## src/rtl/muldiv_unit_if.sv

```systemverilog
// Execute-stage handshake bundle between the pipeline and the multiply/divide unit.
// The pipeline side drives requests; the unit side returns status and HI/LO.
interface muldiv_unit_if #(
  parameter int unsigned WIDTH = 32
);
  logic             start;
  logic [2:0]       op;
  logic [WIDTH-1:0] operand_a;
  logic [WIDTH-1:0] operand_b;
  logic             flush;
  logic             busy;
  logic             done;
  logic             div_zero;
  logic [WIDTH-1:0] hi;
  logic [WIDTH-1:0] lo;

  modport master (
    output start, op, operand_a, operand_b, flush,
    input  busy, done, div_zero, hi, lo
  );

  modport slave (
    input  start, op, operand_a, operand_b, flush,
    output busy, done, div_zero, hi, lo
  );
endinterface

```

## src/rtl/muldiv_unit.sv

```systemverilog
// Multi-cycle multiply/divide unit owning HI/LO: counted multiply, restoring divider
// with a sign-fix cycle, flush/abort and a registered divide-by-zero pulse.
module muldiv_unit #(
  parameter int unsigned WIDTH      = 32,
  parameter int unsigned MUL_CYCLES = 2
) (
  input  logic          clock,
  input  logic          resetn,
  muldiv_unit_if.slave  bus
);

  localparam int unsigned CntW = $clog2(WIDTH);

  localparam logic [2:0] OpMult  = 3'b000;
  localparam logic [2:0] OpMultu = 3'b001;
  localparam logic [2:0] OpDiv   = 3'b010;
  localparam logic [2:0] OpDivu  = 3'b011;
  localparam logic [2:0] OpMthi  = 3'b100;
  localparam logic [2:0] OpMtlo  = 3'b101;

  typedef enum logic [1:0] {StIdle, StMul, StDiv, StFix} state_e;

  state_e           state_q, state_d;
  logic [WIDTH-1:0] hi_q, hi_d, lo_q, lo_d;
  logic             done_q, done_d, dz_q, dz_d, busy_q, busy_d;
  logic [WIDTH-1:0] a_q, a_d, b_q, b_d;
  logic [WIDTH-1:0] quo_q, quo_d, rem_q, rem_d;
  logic             sgn_q, sgn_d, qneg_q, qneg_d, rneg_q, rneg_d;
  logic [CntW-1:0]  cnt_q, cnt_d;

  logic [2*WIDTH-1:0] mul_a_ext, mul_b_ext, prod;
  logic [WIDTH:0]     rem_shift, diff;
  logic               a_neg, b_neg;

  always_comb begin
    mul_a_ext = sgn_q ? {{WIDTH{a_q[WIDTH-1]}}, a_q} : {{WIDTH{1'b0}}, a_q};
    mul_b_ext = sgn_q ? {{WIDTH{b_q[WIDTH-1]}}, b_q} : {{WIDTH{1'b0}}, b_q};
    // Low 2*WIDTH bits of the extended product are correct for both signednesses.
    prod      = mul_a_ext * mul_b_ext;
    rem_shift = {rem_q, quo_q[WIDTH-1]};
    diff      = rem_shift - {1'b0, b_q};
  end

  always_comb begin
    state_d = state_q;
    hi_d    = hi_q;
    lo_d    = lo_q;
    done_d  = 1'b0;
    dz_d    = 1'b0;
    a_d     = a_q;
    b_d     = b_q;
    quo_d   = quo_q;
    rem_d   = rem_q;
    sgn_d   = sgn_q;
    qneg_d  = qneg_q;
    rneg_d  = rneg_q;
    cnt_d   = cnt_q;
    a_neg   = 1'b0;
    b_neg   = 1'b0;

    case (state_q)
      StIdle: begin
        if (bus.start) begin
          case (bus.op)
            OpMult, OpMultu: begin
              a_d     = bus.operand_a;
              b_d     = bus.operand_b;
              sgn_d   = (bus.op == OpMult);
              cnt_d   = '0;
              state_d = StMul;
            end
            OpDiv, OpDivu: begin
              if (bus.operand_b == '0) begin
                done_d = 1'b1;
                dz_d   = 1'b1;
              end else begin
                a_neg   = (bus.op == OpDiv) && bus.operand_a[WIDTH-1];
                b_neg   = (bus.op == OpDiv) && bus.operand_b[WIDTH-1];
                quo_d   = a_neg ? -bus.operand_a : bus.operand_a;
                b_d     = b_neg ? -bus.operand_b : bus.operand_b;
                rem_d   = '0;
                qneg_d  = a_neg ^ b_neg;
                rneg_d  = a_neg;
                cnt_d   = '0;
                state_d = StDiv;
              end
            end
            OpMthi: begin
              hi_d   = bus.operand_a;
              done_d = 1'b1;
            end
            OpMtlo: begin
              lo_d   = bus.operand_a;
              done_d = 1'b1;
            end
            default: ;
          endcase
        end
      end
      StMul: begin
        if (cnt_q == CntW'(MUL_CYCLES - 1)) begin
          {hi_d, lo_d} = prod;
          done_d       = 1'b1;
          state_d      = StIdle;
        end else begin
          cnt_d = cnt_q + 1'b1;
        end
      end
      StDiv: begin
        // Dividend shifts out of quo_q MSB-first while quotient bits shift in.
        if (!diff[WIDTH]) begin
          rem_d = diff[WIDTH-1:0];
          quo_d = {quo_q[WIDTH-2:0], 1'b1};
        end else begin
          rem_d = rem_shift[WIDTH-1:0];
          quo_d = {quo_q[WIDTH-2:0], 1'b0};
        end
        if (cnt_q == CntW'(WIDTH - 1)) begin
          state_d = StFix;
        end else begin
          cnt_d = cnt_q + 1'b1;
        end
      end
      StFix: begin
        lo_d    = qneg_q ? -quo_q : quo_q;
        hi_d    = rneg_q ? -rem_q : rem_q;
        done_d  = 1'b1;
        state_d = StIdle;
      end
      default: state_d = StIdle;
    endcase

    if (bus.flush) begin
      state_d = StIdle;
      hi_d    = hi_q;
      lo_d    = lo_q;
      done_d  = 1'b0;
      dz_d    = 1'b0;
    end

    busy_d = (state_d != StIdle);
  end

  always_ff @(posedge clock or negedge resetn) begin
    if (!resetn) begin
      state_q <= StIdle;
      hi_q    <= '0;
      lo_q    <= '0;
      done_q  <= 1'b0;
      dz_q    <= 1'b0;
      busy_q  <= 1'b0;
      a_q     <= '0;
      b_q     <= '0;
      quo_q   <= '0;
      rem_q   <= '0;
      sgn_q   <= 1'b0;
      qneg_q  <= 1'b0;
      rneg_q  <= 1'b0;
      cnt_q   <= '0;
    end else begin
      state_q <= state_d;
      hi_q    <= hi_d;
      lo_q    <= lo_d;
      done_q  <= done_d;
      dz_q    <= dz_d;
      busy_q  <= busy_d;
      a_q     <= a_d;
      b_q     <= b_d;
      quo_q   <= quo_d;
      rem_q   <= rem_d;
      sgn_q   <= sgn_d;
      qneg_q  <= qneg_d;
      rneg_q  <= rneg_d;
      cnt_q   <= cnt_d;
    end
  end

  assign bus.busy     = busy_q;
  assign bus.done     = done_q;
  assign bus.div_zero = dz_q;
  assign bus.hi       = hi_q;
  assign bus.lo       = lo_q;

endmodule
```

## src/flat_wrapper.sv

```systemverilog
// flat-port wrapper written by rule: the top's interface ports become plain ports
module muldiv_unit_flat 
#(
  parameter int unsigned WIDTH      = 32,
  parameter int unsigned MUL_CYCLES = 2
)
  (clock, resetn, bus_start, bus_op, bus_operand_a, bus_operand_b, bus_flush, bus_busy, bus_done, bus_div_zero, bus_hi, bus_lo);
  muldiv_unit_if #(.WIDTH(WIDTH)) bus_i ();
  input  logic clock;
  input  logic resetn;
  input wire logic [$bits(bus_i.start)-1:0] bus_start;
  input wire logic [$bits(bus_i.op)-1:0] bus_op;
  input wire logic [$bits(bus_i.operand_a)-1:0] bus_operand_a;
  input wire logic [$bits(bus_i.operand_b)-1:0] bus_operand_b;
  input wire logic [$bits(bus_i.flush)-1:0] bus_flush;
  output wire logic [$bits(bus_i.busy)-1:0] bus_busy;
  output wire logic [$bits(bus_i.done)-1:0] bus_done;
  output wire logic [$bits(bus_i.div_zero)-1:0] bus_div_zero;
  output wire logic [$bits(bus_i.hi)-1:0] bus_hi;
  output wire logic [$bits(bus_i.lo)-1:0] bus_lo;
  assign bus_i.start = bus_start;
  assign bus_i.op = bus_op;
  assign bus_i.operand_a = bus_operand_a;
  assign bus_i.operand_b = bus_operand_b;
  assign bus_i.flush = bus_flush;
  assign bus_busy = bus_i.busy;
  assign bus_done = bus_i.done;
  assign bus_div_zero = bus_i.div_zero;
  assign bus_hi = bus_i.hi;
  assign bus_lo = bus_i.lo;
  muldiv_unit #(.WIDTH(WIDTH), .MUL_CYCLES(MUL_CYCLES)) u_core (.clock(clock), .resetn(resetn), .bus(bus_i));
endmodule
```

## config.mk

```make
export PLATFORM = sky130hd
export DESIGN_NAME = muldiv_unit_flat
export DESIGN_NICKNAME = d
export VERILOG_FILES = /design/src/rtl/muldiv_unit_if.sv /design/src/rtl/muldiv_unit.sv /design/src/flat_wrapper.sv
export SDC_FILE = /design/constraint.sdc
export NUM_CORES = 2
export LEC_CHECK = 0
export ABC_AREA = 1
export BUFFER_PORTS_ARGS = -buffer_cell sky130_fd_sc_hd__buf_2
export CAP_MARGIN = 15
export CORE_MARGIN = 1
export CORE_UTILIZATION = 65
export DETAILED_ROUTE_END_ITERATION = 8
export PLACE_DENSITY = 0.91
export RECOVER_POWER = 25
export SLEW_MARGIN = 5
export SYNTH_ARGS = -nofsm -noshare
export SYNTH_HDL_FRONTEND = slang
export SYNTH_SLANG_ARGS = --single-unit
```

## constraint.sdc

```tcl
create_clock -name clock -period 11.13 [get_ports clock]
set_input_delay 2.226 -clock clock [delete_from_list [all_inputs] [get_ports clock]]
set_output_delay 2.226 -clock clock [all_outputs]
set_load 0.01 [all_outputs]
```

==> impl_metrics.env <==
export IMPL_fin_hold_ws_ns=0.481
export IMPL_core_region_area_um2=97300
export IMPL_ctsHoldBuffers=0
export IMPL_ys_warn_count=0
export IMPL_rrSetupSlack_ns=0.77
export IMPL_dp_hpwl_mm=205
export IMPL_viasPerCell=6.04
export IMPL_critPathRequiredTime_ns=11.63
export IMPL_r2r_end="u_core.bus.hi[31]$_DFFE_PN0P_"
export IMPL_rr_worst_depth=32
export IMPL_m1WireLength_mm=83.5
export IMPL_dieArea_um2=100000
export IMPL_dpl_cell_count=9487
export IMPL_cts_resized=0
export IMPL_hold_path_class="reg -> reg"
export IMPL_clockRootBuffer="clkbuf_16"
export IMPL_cp_common_cell="fa_1"
export IMPL_grt_pass1_wl_mm=371
export IMPL_route_detailed_drc=18
export IMPL_drtIter0Drc=7588
export IMPL_crit_family="adder cells"
export IMPL_cts_buffers=26
export IMPL_rr_startpoint="u_core.sgn_q$_DFFE_PN0P_"
export IMPL_syn_inst=8297
export IMPL_rsz0062_at_grt="false"
export IMPL_nNetsFinal=10082
export IMPL_grt_ovfl_total=0
export IMPL_slew_headroom_pct=-238
export IMPL_wl_per_cell_um=25.8
export IMPL_syn_area_um2=64200
export IMPL_critical_path_buf_inv_count=9
export IMPL_die_x_um=316
export IMPL_outcome="complete, but fails checks"
export IMPL_period_minus_slack_ns=10.36
export IMPL_slowest_stage="fa_1"
export IMPL_cts_tree="built"
export IMPL_setup_viol=0
export IMPL_ys_top_cells_by_area="fa_1, inv_1, nand2_1"
export IMPL_portBuffers=137
export IMPL_drt_pass1_iter_count=9
export IMPL_finalCritPeriodShare_pct=93.1
export IMPL_pin_count=138
export IMPL_max_stage_delay_ns=0.90
export IMPL_wl_met3_mm=40.9
export IMPL_stdcell_count=9540
export IMPL_h_tree_depth=1
export IMPL_drtAntennaViolNets=0
export IMPL_synthFlopType="dfrtp_1"
export IMPL_die_h_um=316
export IMPL_violations="DRC, capacitance limit, slew limit"
export IMPL_crit_fanout=16
export IMPL_endpoint_kind="register"
export IMPL_post_cts_buffers=0
export IMPL_crit_type="reg -> reg"
export IMPL_met2_wirelength_mm=102
export IMPL_drive_gt1_share_pct=4.29
export IMPL_top_layer_used="met5"
export IMPL_vias=57607
export IMPL_clkLatencyLatePin_ns=0.61
export IMPL_avgSynthCellArea_um2=7.74
export IMPL_crit_start="u_core.sgn_q$_DFFE_PN0P_"
export IMPL_synth_enable_flop_cells=0
export IMPL_postSynth_asyncResetShare_pct=100
export IMPL_grt_pass1_vias=61150
export IMPL_drv_slew=170
export IMPL_antenna_found_initial=11
export IMPL_path_depth=32
export IMPL_yosysTopAreaCell="fa_1"
export IMPL_grt_usage_pct=50.9
export IMPL_fp_row_count=114
export IMPL_initial_utilization_pct=66.0
export IMPL_cp_arrival_ns=10.86
export IMPL_clock_sinks=205
export IMPL_finalWirelength_mm=246
export IMPL_cp_endpoint="u_core.bus.hi[31]$_DFFE_PN0P_"
export IMPL_cp_start_kind="register"
export IMPL_fmax_mhz=96.5
export IMPL_synth_distinct_cells=51
export IMPL_syn_nets=10140
export IMPL_skew_ns=0.0351
export IMPL_yosysMostFrequentCell="inv_1"
export IMPL_grt_max_degree=73
export IMPL_final_fill_count=7383
export IMPL_synth_commonest_cells="inv_1, nand2_1, fa_1"
export IMPL_synth_top_area_share_pct=44.2
export IMPL_cts_reportedPaths_clkPinSlew_ns=0.06
export IMPL_area_growth_pct=4.48
export IMPL_cts_max_path_buffers=3
export IMPL_ys_seq_area_share_pct=7.99
export IMPL_hold_violations=0
export IMPL_cap_violations=3
export IMPL_place_congestion=1.06
export IMPL_tns_ns=0
export IMPL_tightest_slew_ns=5.07
export IMPL_ys_seq_elements=205
## worst register-to-register path: cells and delay by family (launching register included)
kind / cells / cell delay [ns]
and+or+nand+nor: 7 / 1.16
DFF: 1 / 0.38
adders and majority gates: 11 / 6.32
buffers and inverters: 9 / 1.59
AOI/OAI and AO/OA: 5 / 0.81
## worst min-delay path by stage
stage / start / end / cells after the start
floorplan: u_core.quo_q[31]$_DFFE_PN0P_ / u_core.quo_q[31]$_DFFE_PN0P_ / 2
global route: u_core.bus.lo[28]$_DFFE_PN0P_ / u_core.bus.lo[28]$_DFFE_PN0P_ / 2
global placement: u_core.bus.lo[5]$_DFFE_PN0P_ / u_core.bus.lo[5]$_DFFE_PN0P_ / 2
CTS: u_core.bus.lo[13]$_DFFE_PN0P_ / u_core.bus.lo[13]$_DFFE_PN0P_ / 2
finish: u_core.bus.lo[13]$_DFFE_PN0P_ / u_core.bus.lo[13]$_DFFE_PN0P_ / 2
detailed placement: u_core.bus.lo[22]$_DFFE_PN0P_ / u_core.bus.lo[22]$_DFFE_PN0P_ / 2
## sequential cells by signal (all words and copies together) (netlist names)
| name | cells |
|---|---|
| u_core.a_q | 32 |
| u_core.b_q | 32 |
| u_core.bus.busy | 1 |
| u_core.bus.div_zero | 1 |
| u_core.bus.done | 1 |
| u_core.bus.hi | 32 |
| u_core.bus.lo | 32 |
| u_core.cnt_q | 5 |
| u_core.qneg_q | 1 |
| u_core.quo_q | 32 |
| u_core.rem_q | 32 |
| u_core.rneg_q | 1 |
| u_core.sgn_q | 1 |
| u_core.state_q | 2 |
## final cells by class
type | instances | area [um^2] | area share, %
diodes | 5 | 12.5 | 0.0186
multi-input cells | 5213 | 48300 | 72.0
clock inverters | 16 | 221 | 0.330
inverters | 2537 | 9520 | 14.2
well taps | 1276 | 1600 | 2.38
flip-flops and latches | 205 | 5130 | 7.65
repair buffers | 256 | 1630 | 2.43
clock buffers | 32 | 693 | 1.03
## stage by stage
step	worst slack (ns)	utilization, %	cell area (um^2)
6_report	0.772	69.0	67100
5_1_grt	0.266	69.0	67100
4_1_cts	0.834	69.0	67100
3_5_place_dp	0.920	68.1	66200
3_3_place_gp	1.10	68.1	66200
2_1_floorplan	2.45	-	64200
## cells in the final DEF, fill, tap and decap left out, types with 8 or more instances in the layout
cell          n
o21ai_0     272
nand2_1    1841
or2_2        30
buf_4       112
a21oi_1     204
nand3_1     236
o21a_1       11
xor2_1       68
a31oi_1      20
o22ai_1      12
o21bai_1     17
xnor2_1      35
clkbuf_1      8
nand4_1      38
a21o_1       10
o31ai_1       8
dfrtp_1     202
o211ai_1     30
clkbuf_16    26
a2bb2oi_1    19
inv_1      2529
a21boi_0     17
fa_1       1420
o21ai_1      41
ha_1        352
nand3b_1      9
nor3_1       64
buf_2       135
nor2_1      394
nor4_1       12
## metal layers
metal | vias up | track usage [%]
met2 | 4810 | 74.2
met1 | 27741 | 62.7
met3 | 1435 | 22.9
met4 | 8 | 29.3
li1 | 23613 | -
met5 | - | 0.473
## cells by family (layout without fill, tap and decap cells)
group,Yosys count,after routing,synth area share [%]
buffers and inverters,2879,2841,16.9
AND/OR/NAND/NOR,2642,2642,16.5
adder cells (fa/ha/maj),1772,1772,51.1
AO/OA/AOI/OAI,696,696,6.15
flip-flops,205,205,7.99
XOR/XNOR,103,103,1.40
other,0,5,0
Power is not shown: default switching activity piles up to over one toggle a cycle in this logic, so the estimate is an artifact.
